$ cat src/rtl/imm_gen_pipe_if.sv
// Handshake bundle for the immediate generator: instruction side, result side and flush.
interface imm_gen_pipe_if #(
  parameter int XLEN = 32
);
  logic            in_valid;
  logic            in_ready;
  logic [31:0]     Instruction;
  logic [2:0]      ImmSrc;
  logic            flush;
  logic            out_valid;
  logic            out_ready;
  logic [XLEN-1:0] ImmExt;
  logic [2:0]      ImmFmt;
  logic            ImmIllegal;

  modport master (
    output in_valid, Instruction, ImmSrc, flush, out_ready,
    input  in_ready, out_valid, ImmExt, ImmFmt, ImmIllegal
  );

  modport slave (
    input  in_valid, Instruction, ImmSrc, flush, out_ready,
    output in_ready, out_valid, ImmExt, ImmFmt, ImmIllegal
  );
endinterface

$ cat src/rtl/imm_gen_pipe.sv
// RV32 immediate decoder feeding a 2-entry FIFO; 1-cycle latency when empty,
// full throughput under out_ready, in_ready drops only when both entries are held.
module imm_gen_pipe #(
  parameter int XLEN    = 32,
  parameter int AUTO_EN = 1
) (
  input  logic          clk,
  input  logic          reset,
  imm_gen_pipe_if.slave bus
);

  localparam logic [2:0] FMT_I   = 3'b000;
  localparam logic [2:0] FMT_S   = 3'b001;
  localparam logic [2:0] FMT_B   = 3'b010;
  localparam logic [2:0] FMT_J   = 3'b011;
  localparam logic [2:0] FMT_U   = 3'b100;
  localparam logic [2:0] FMT_ILL = 3'b111;

  typedef enum logic [1:0] {
    EMPTY = 2'd0,
    HALF  = 2'd1,
    FULL  = 2'd2
  } state_t;

  typedef struct packed {
    logic [XLEN-1:0] ext;
    logic [2:0]      fmt;
    logic            illegal;
  } entry_t;

  state_t      state;
  state_t      state_nxt;
  logic        in_rdy;
  logic        out_vld;
  logic        push;
  logic        pop;
  logic        rd_ptr;
  logic        wr_ptr;
  entry_t      mem [2];

  logic [31:0]     ins;
  logic [2:0]      dec_fmt;
  logic [31:0]     imm32;
  logic [XLEN-1:0] dec_ext;
  entry_t          dec_entry;

  assign ins = bus.Instruction;

  // Reserved selects and unmapped opcodes collapse to the illegal format.
  always_comb begin
    dec_fmt = FMT_ILL;
    case (bus.ImmSrc)
      FMT_I, FMT_S, FMT_B, FMT_J, FMT_U: dec_fmt = bus.ImmSrc;
      3'b111: begin
        if (AUTO_EN != 0) begin
          case (ins[6:0])
            7'b0010011, 7'b0000011, 7'b1100111, 7'b1110011: dec_fmt = FMT_I;
            7'b0100011:                                     dec_fmt = FMT_S;
            7'b1100011:                                     dec_fmt = FMT_B;
            7'b1101111:                                     dec_fmt = FMT_J;
            7'b0110111, 7'b0010111:                         dec_fmt = FMT_U;
            default:                                        dec_fmt = FMT_ILL;
          endcase
        end
      end
      default: dec_fmt = FMT_ILL;
    endcase
  end

  // Build the 32-bit immediate first, then replicate bit 31 up to XLEN.
  always_comb begin
    imm32 = '0;
    case (dec_fmt)
      FMT_I:   imm32 = {{20{ins[31]}}, ins[31:20]};
      FMT_S:   imm32 = {{20{ins[31]}}, ins[31:25], ins[11:7]};
      FMT_B:   imm32 = {{19{ins[31]}}, ins[31], ins[7], ins[30:25], ins[11:8], 1'b0};
      FMT_J:   imm32 = {{11{ins[31]}}, ins[31], ins[19:12], ins[20], ins[30:21], 1'b0};
      FMT_U:   imm32 = {ins[31:12], 12'b0};
      default: imm32 = '0;
    endcase
    dec_ext       = {XLEN{imm32[31]}};
    dec_ext[31:0] = imm32;
  end

  assign dec_entry = '{ext: dec_ext, fmt: dec_fmt, illegal: (dec_fmt == FMT_ILL)};

  assign push = bus.in_valid & in_rdy;
  assign pop  = out_vld & bus.out_ready;

  always_ff @(posedge clk) begin
    if (reset) begin
      state <= EMPTY;
    end else begin
      state <= state_nxt;
    end
  end

  always_comb begin
    state_nxt = state;
    if (bus.flush) begin
      state_nxt = EMPTY;
    end else begin
      case (state)
        EMPTY:   if (push) state_nxt = HALF;
        HALF: begin
          if (push && !pop)      state_nxt = FULL;
          else if (!push && pop) state_nxt = EMPTY;
        end
        FULL:    if (pop) state_nxt = HALF;
        default: state_nxt = EMPTY;
      endcase
    end
  end

  always_comb begin
    in_rdy  = (state != FULL);
    out_vld = (state != EMPTY);
  end

  always_ff @(posedge clk) begin
    if (reset) begin
      rd_ptr <= 1'b0;
      wr_ptr <= 1'b0;
      mem[0] <= '0;
      mem[1] <= '0;
    end else if (bus.flush) begin
      rd_ptr <= 1'b0;
      wr_ptr <= 1'b0;
    end else begin
      if (push) begin
        mem[wr_ptr] <= dec_entry;
        wr_ptr      <= ~wr_ptr;
      end
      if (pop) begin
        rd_ptr <= ~rd_ptr;
      end
    end
  end

  assign bus.in_ready   = in_rdy;
  assign bus.out_valid  = out_vld;
  assign bus.ImmExt     = mem[rd_ptr].ext;
  assign bus.ImmFmt     = mem[rd_ptr].fmt;
  assign bus.ImmIllegal = mem[rd_ptr].illegal;

endmodule

$ cat src/flat_wrapper.sv
// flat-port wrapper written by rule: the top's interface ports become plain ports
module imm_gen_pipe_flat 
#(
  parameter int XLEN    = 32,
  parameter int AUTO_EN = 1
)
  (clk, reset, bus_in_valid, bus_Instruction, bus_ImmSrc, bus_flush, bus_out_ready, bus_in_ready, bus_out_valid, bus_ImmExt, bus_ImmFmt, bus_ImmIllegal);
  imm_gen_pipe_if #(.XLEN(XLEN)) bus_i ();
  input  logic clk;
  input  logic reset;
  input wire logic [$bits(bus_i.in_valid)-1:0] bus_in_valid;
  input wire logic [$bits(bus_i.Instruction)-1:0] bus_Instruction;
  input wire logic [$bits(bus_i.ImmSrc)-1:0] bus_ImmSrc;
  input wire logic [$bits(bus_i.flush)-1:0] bus_flush;
  input wire logic [$bits(bus_i.out_ready)-1:0] bus_out_ready;
  output wire logic [$bits(bus_i.in_ready)-1:0] bus_in_ready;
  output wire logic [$bits(bus_i.out_valid)-1:0] bus_out_valid;
  output wire logic [$bits(bus_i.ImmExt)-1:0] bus_ImmExt;
  output wire logic [$bits(bus_i.ImmFmt)-1:0] bus_ImmFmt;
  output wire logic [$bits(bus_i.ImmIllegal)-1:0] bus_ImmIllegal;
  assign bus_i.in_valid = bus_in_valid;
  assign bus_i.Instruction = bus_Instruction;
  assign bus_i.ImmSrc = bus_ImmSrc;
  assign bus_i.flush = bus_flush;
  assign bus_i.out_ready = bus_out_ready;
  assign bus_in_ready = bus_i.in_ready;
  assign bus_out_valid = bus_i.out_valid;
  assign bus_ImmExt = bus_i.ImmExt;
  assign bus_ImmFmt = bus_i.ImmFmt;
  assign bus_ImmIllegal = bus_i.ImmIllegal;
  imm_gen_pipe #(.XLEN(XLEN), .AUTO_EN(AUTO_EN)) u_core (.clk(clk), .reset(reset), .bus(bus_i));
endmodule
$ cat config.mk
export PLATFORM = sky130hd
export DESIGN_NAME = imm_gen_pipe_flat
export DESIGN_NICKNAME = d
export VERILOG_FILES = /design/src/rtl/imm_gen_pipe_if.sv /design/src/rtl/imm_gen_pipe.sv /design/src/flat_wrapper.sv
export SDC_FILE = /design/constraint.sdc
export NUM_CORES = 1
export LEC_CHECK = 0
export BUFFER_PORTS_ARGS = -buffer_cell sky130_fd_sc_hd__buf_4
export CORE_MARGIN = 2
export CORE_UTILIZATION = 30
export DETAILED_ROUTE_END_ITERATION = 8
export GPL_ROUTABILITY_DRIVEN = 0
export MAX_ROUTING_LAYER = met4
export SLEW_MARGIN = 15
export SYNTH_ARGS = -nofsm -noshare
export SYNTH_HDL_FRONTEND = slang
export SYNTH_SLANG_ARGS = --single-unit
$ cat constraint.sdc
create_clock -name clk -period 5.5 [get_ports clk]
set_input_delay 0.275 -clock clk [delete_from_list [all_inputs] [get_ports clk]]
set_output_delay 0.275 -clock clk [all_outputs]
set_load 0.03 [all_outputs]
==> impl_results.md <==
- Count leader, synth: edfxtp_1
- Avg Cell Area, Syn: ~13 um2
- Ports: 78
- Top FF cell, synth: edfxtp_1
- CP Launch Type: flip-flop
- WP data required: roughly 5.4 ns
- DPL Wire Length: 6120 um
- Height of the die: 119 um
- Power Density: 302 mW/mm2
- Port-buffer cells: 77
- Number of synthesized flops with an enable pin: 72
- Asr flop ratio synth: 0%
- Synth cell count leaders: edfxtp_1 (72), mux2_2 (36), a21o_1 (22), nand2_1 (18), nor2_1 (17)
- Fill count: 1263
- Layout cell share with drive strength beyond 1: ~40%
- DRT iter0 DRCs: around 180
- Leakage: about 0.0021 uW
- Clk Latency, worst-skew pair: 0.32 ns
- Inserted Clock Buffers: 9
- Crit-path cells: nand2b_1 > nand4_1 > nand2b_2
- Starting density of the core: between 30 and 40%
- Synthesis Warnings: 0
- Slowest stage cell, crit path: nand2b_2
- Yosys reg bits: 77
- Ant diodes: 0
- Syn nets: roughly 340
- Post-cts sizing count: 0
- Vias in the first global route: 2665
- Status: finished, final reports clean
- Final net count: 417
- Overall power: 1510 uW
- Period utilisation layout: 51.3%
- Post-Syn Instances: 302
- Area contributors post-synth: edfxtp_1 (55%), mux2_2 (10%), a21o_1 (4.2%)
- CTS clk-pin slew, worst paths: approximately 0.060 ns
- Register Area: 0.00226 mm2
- Overflow left after global routing: 0
- Syn Std Cell Area: 0.00394 mm2
- Multi-input logic area: between 0.0015 and 0.002 mm2
- Clk sink count: 77
- Root buffer cell: clkbuf_16
- Row cnt: 41
- Share of the synthesized area in the top cell type: a little over half
- Final Util: 39.3%
- Crit path max fanout: 36
- Postcts setup bufs: 0
- Post-CTS Hold Buffers: 0
- Routed vias: between 2k and 3k
- Area growth, synth to finish: 26.9%
- Slew Limit Headroom: 33.4%
- Final Critical Period: 2.82 ns
- Hold WC Path Type: input pin to flip-flop
- DR WL/cell: 16.2 um
- WP data arrival: 2.77 ns
- Core Box Area: 0.0127 mm2
- Crit Path Class: flip-flop to flip-flop
- Tot GR Track Use: 13.1%
- ANT nets after route: 0
- Largest stage delay on the critical path: about 1.1 ns
- First-pass GRT wire length: 13900 um
- Via/cell ratio: 4.83
- Max VDD drop: between 0.1 and 0.15 mV
- Initial antenna violation count: 0
- Drc violations: 0
- Die width: 119 um
- Max-slew violations: 0
- Slew at the pin closest to its max-slew limit: about 1 ns
- Clk buf depth: 2
- Setup_tns: 0 ns
- Die Area: roughly 0.014 mm2
- Unrepaired setup endpoints after global routing: false
- Sequential element share of the synthesized area: 57.4%
- Synth area leader: edfxtp_1
- Final Setup Violations: 0
- Largest net degree at the start of global routing: 37
- Yosys cell types: 45
- Worst clock skew: 0.00699 ns
- CTS tree: built
- Fmax: 354 MHz
- H-tree levels: 3
- Total of max-cap violations: 0
- Routed WL: 8970 um
- Drt first pass iters: 4
- Fin. Hold Viols: 0
- R2R setup slack: 2.68 ns
- CP Capture Type: flip-flop
-- cell type report --
type,instances,share of cell area (%)
Clock buffer,10,4.58
Inverter,10,0.750
Tap cell,172,4.30
Sequential cell,77,45.2
Multi-Input combinational cell,200,31.4
Clock inverter,6,1.88
Timing Repair Buffer,79,11.9
-- metrics by stage --
| step | hold WS, ns | setup slack (ns) | cell area [um2] | instances |
|---|---|---|---|---|
| detailed placement | 0.492 | 2.41 | 4680 | 538 |
| global placement | 0.487 | 2.55 | 4680 | 538 |
| finish | 0.153 | 2.68 | 5000 | 554 |
| floorplan | 0.352 | 2.93 | 3940 | 302 |
| CTS | 0.144 | 2.64 | 5000 | 554 |
| global route | 0.147 | 2.39 | 5000 | 554 |
-- cells by family (layout without fill, tap and decap cells) --
| group | count (synthesis) | in the layout | synth area share, % |
|---|---|---|---|
| and+or+nand+nor | 95 | 95 | 13.3 |
| buffers and inverters | 25 | 105 | 2.89 |
| muxes | 38 | 38 | 10.8 |
| xor gates and xnor gates | 5 | 5 | 1.11 |
| AOI/OAI and AO/OA | 62 | 62 | 14.5 |
| DFF | 77 | 77 | 57.4 |
-- routing by layer --
layer / part of all wire, % / GRT usage [%] / routed length [um] / up-vias
met5: 0 / - / 0 / -
met4: 0.47 / 3.65 / 42 / 0
met3: 5.7 / 3.23 / 509 / 2
met2: 50 / 21.0 / 4520 / 75
met1: 44 / 16.5 / 3900 / 1315
li1: - / - / - / 1286
-- flip-flops by register name (all words and copies together) (netlist names), named ones only --
name           flops
u_core.mem        72
u_core.wr_ptr      1
u_core.rd_ptr      1
u_core.state       2
-- where the power goes --
group,internal [uW],switching (uW)
clock network,401,231
registers,669,6.43
logic,80.6,121
total,1150,358
-- worst paths after layout --
path                                       from               end  depth (start not counted)
worst min register to register  u_core.state[0]   u_core.state[1]                          2
worst min-delay path                  bus_flush         flip-flop                          2
worst max register to register  u_core.state[0]  u_core.mem[1][4]                          3
worst max-delay path            u_core.state[0]  u_core.mem[1][4]                          3
-- critical path: cells and delay by family, from the launching register on --
| family | cells | cell delay, ns |
|---|---|---|
| simple gates | 3 | 2.05 |
| flops | 1 | 0.37 |
-- cell usage in the layout (no fill, tap or decap), drive strengths merged, types with 2 or more instances in the layout --
| cell | count |
|---|---|
| nor2b | 8 |
| edfxtp | 72 |
| mux2 | 36 |
| a21o | 22 |
| and2 | 15 |
| o22ai | 3 |
| buf | 79 |
| mux2i | 2 |
| bufinv | 2 |
| nor3 | 6 |
| clkbuf | 10 |
| nor2 | 18 |
| o21ai | 3 |
| nand3 | 2 |
| nand2 | 18 |
| and2b | 2 |
| or2 | 3 |
| a22oi | 4 |
| dfxtp | 5 |
| a31oi | 2 |
| o221ai | 7 |
| and3 | 10 |
| xnor2 | 3 |
| nand2b | 6 |
| xor2 | 2 |
| inv | 12 |
| o2bb2ai | 8 |
| a21oi | 5 |
| a2111oi | 2 |
Power figures use the tool's default switching activity.
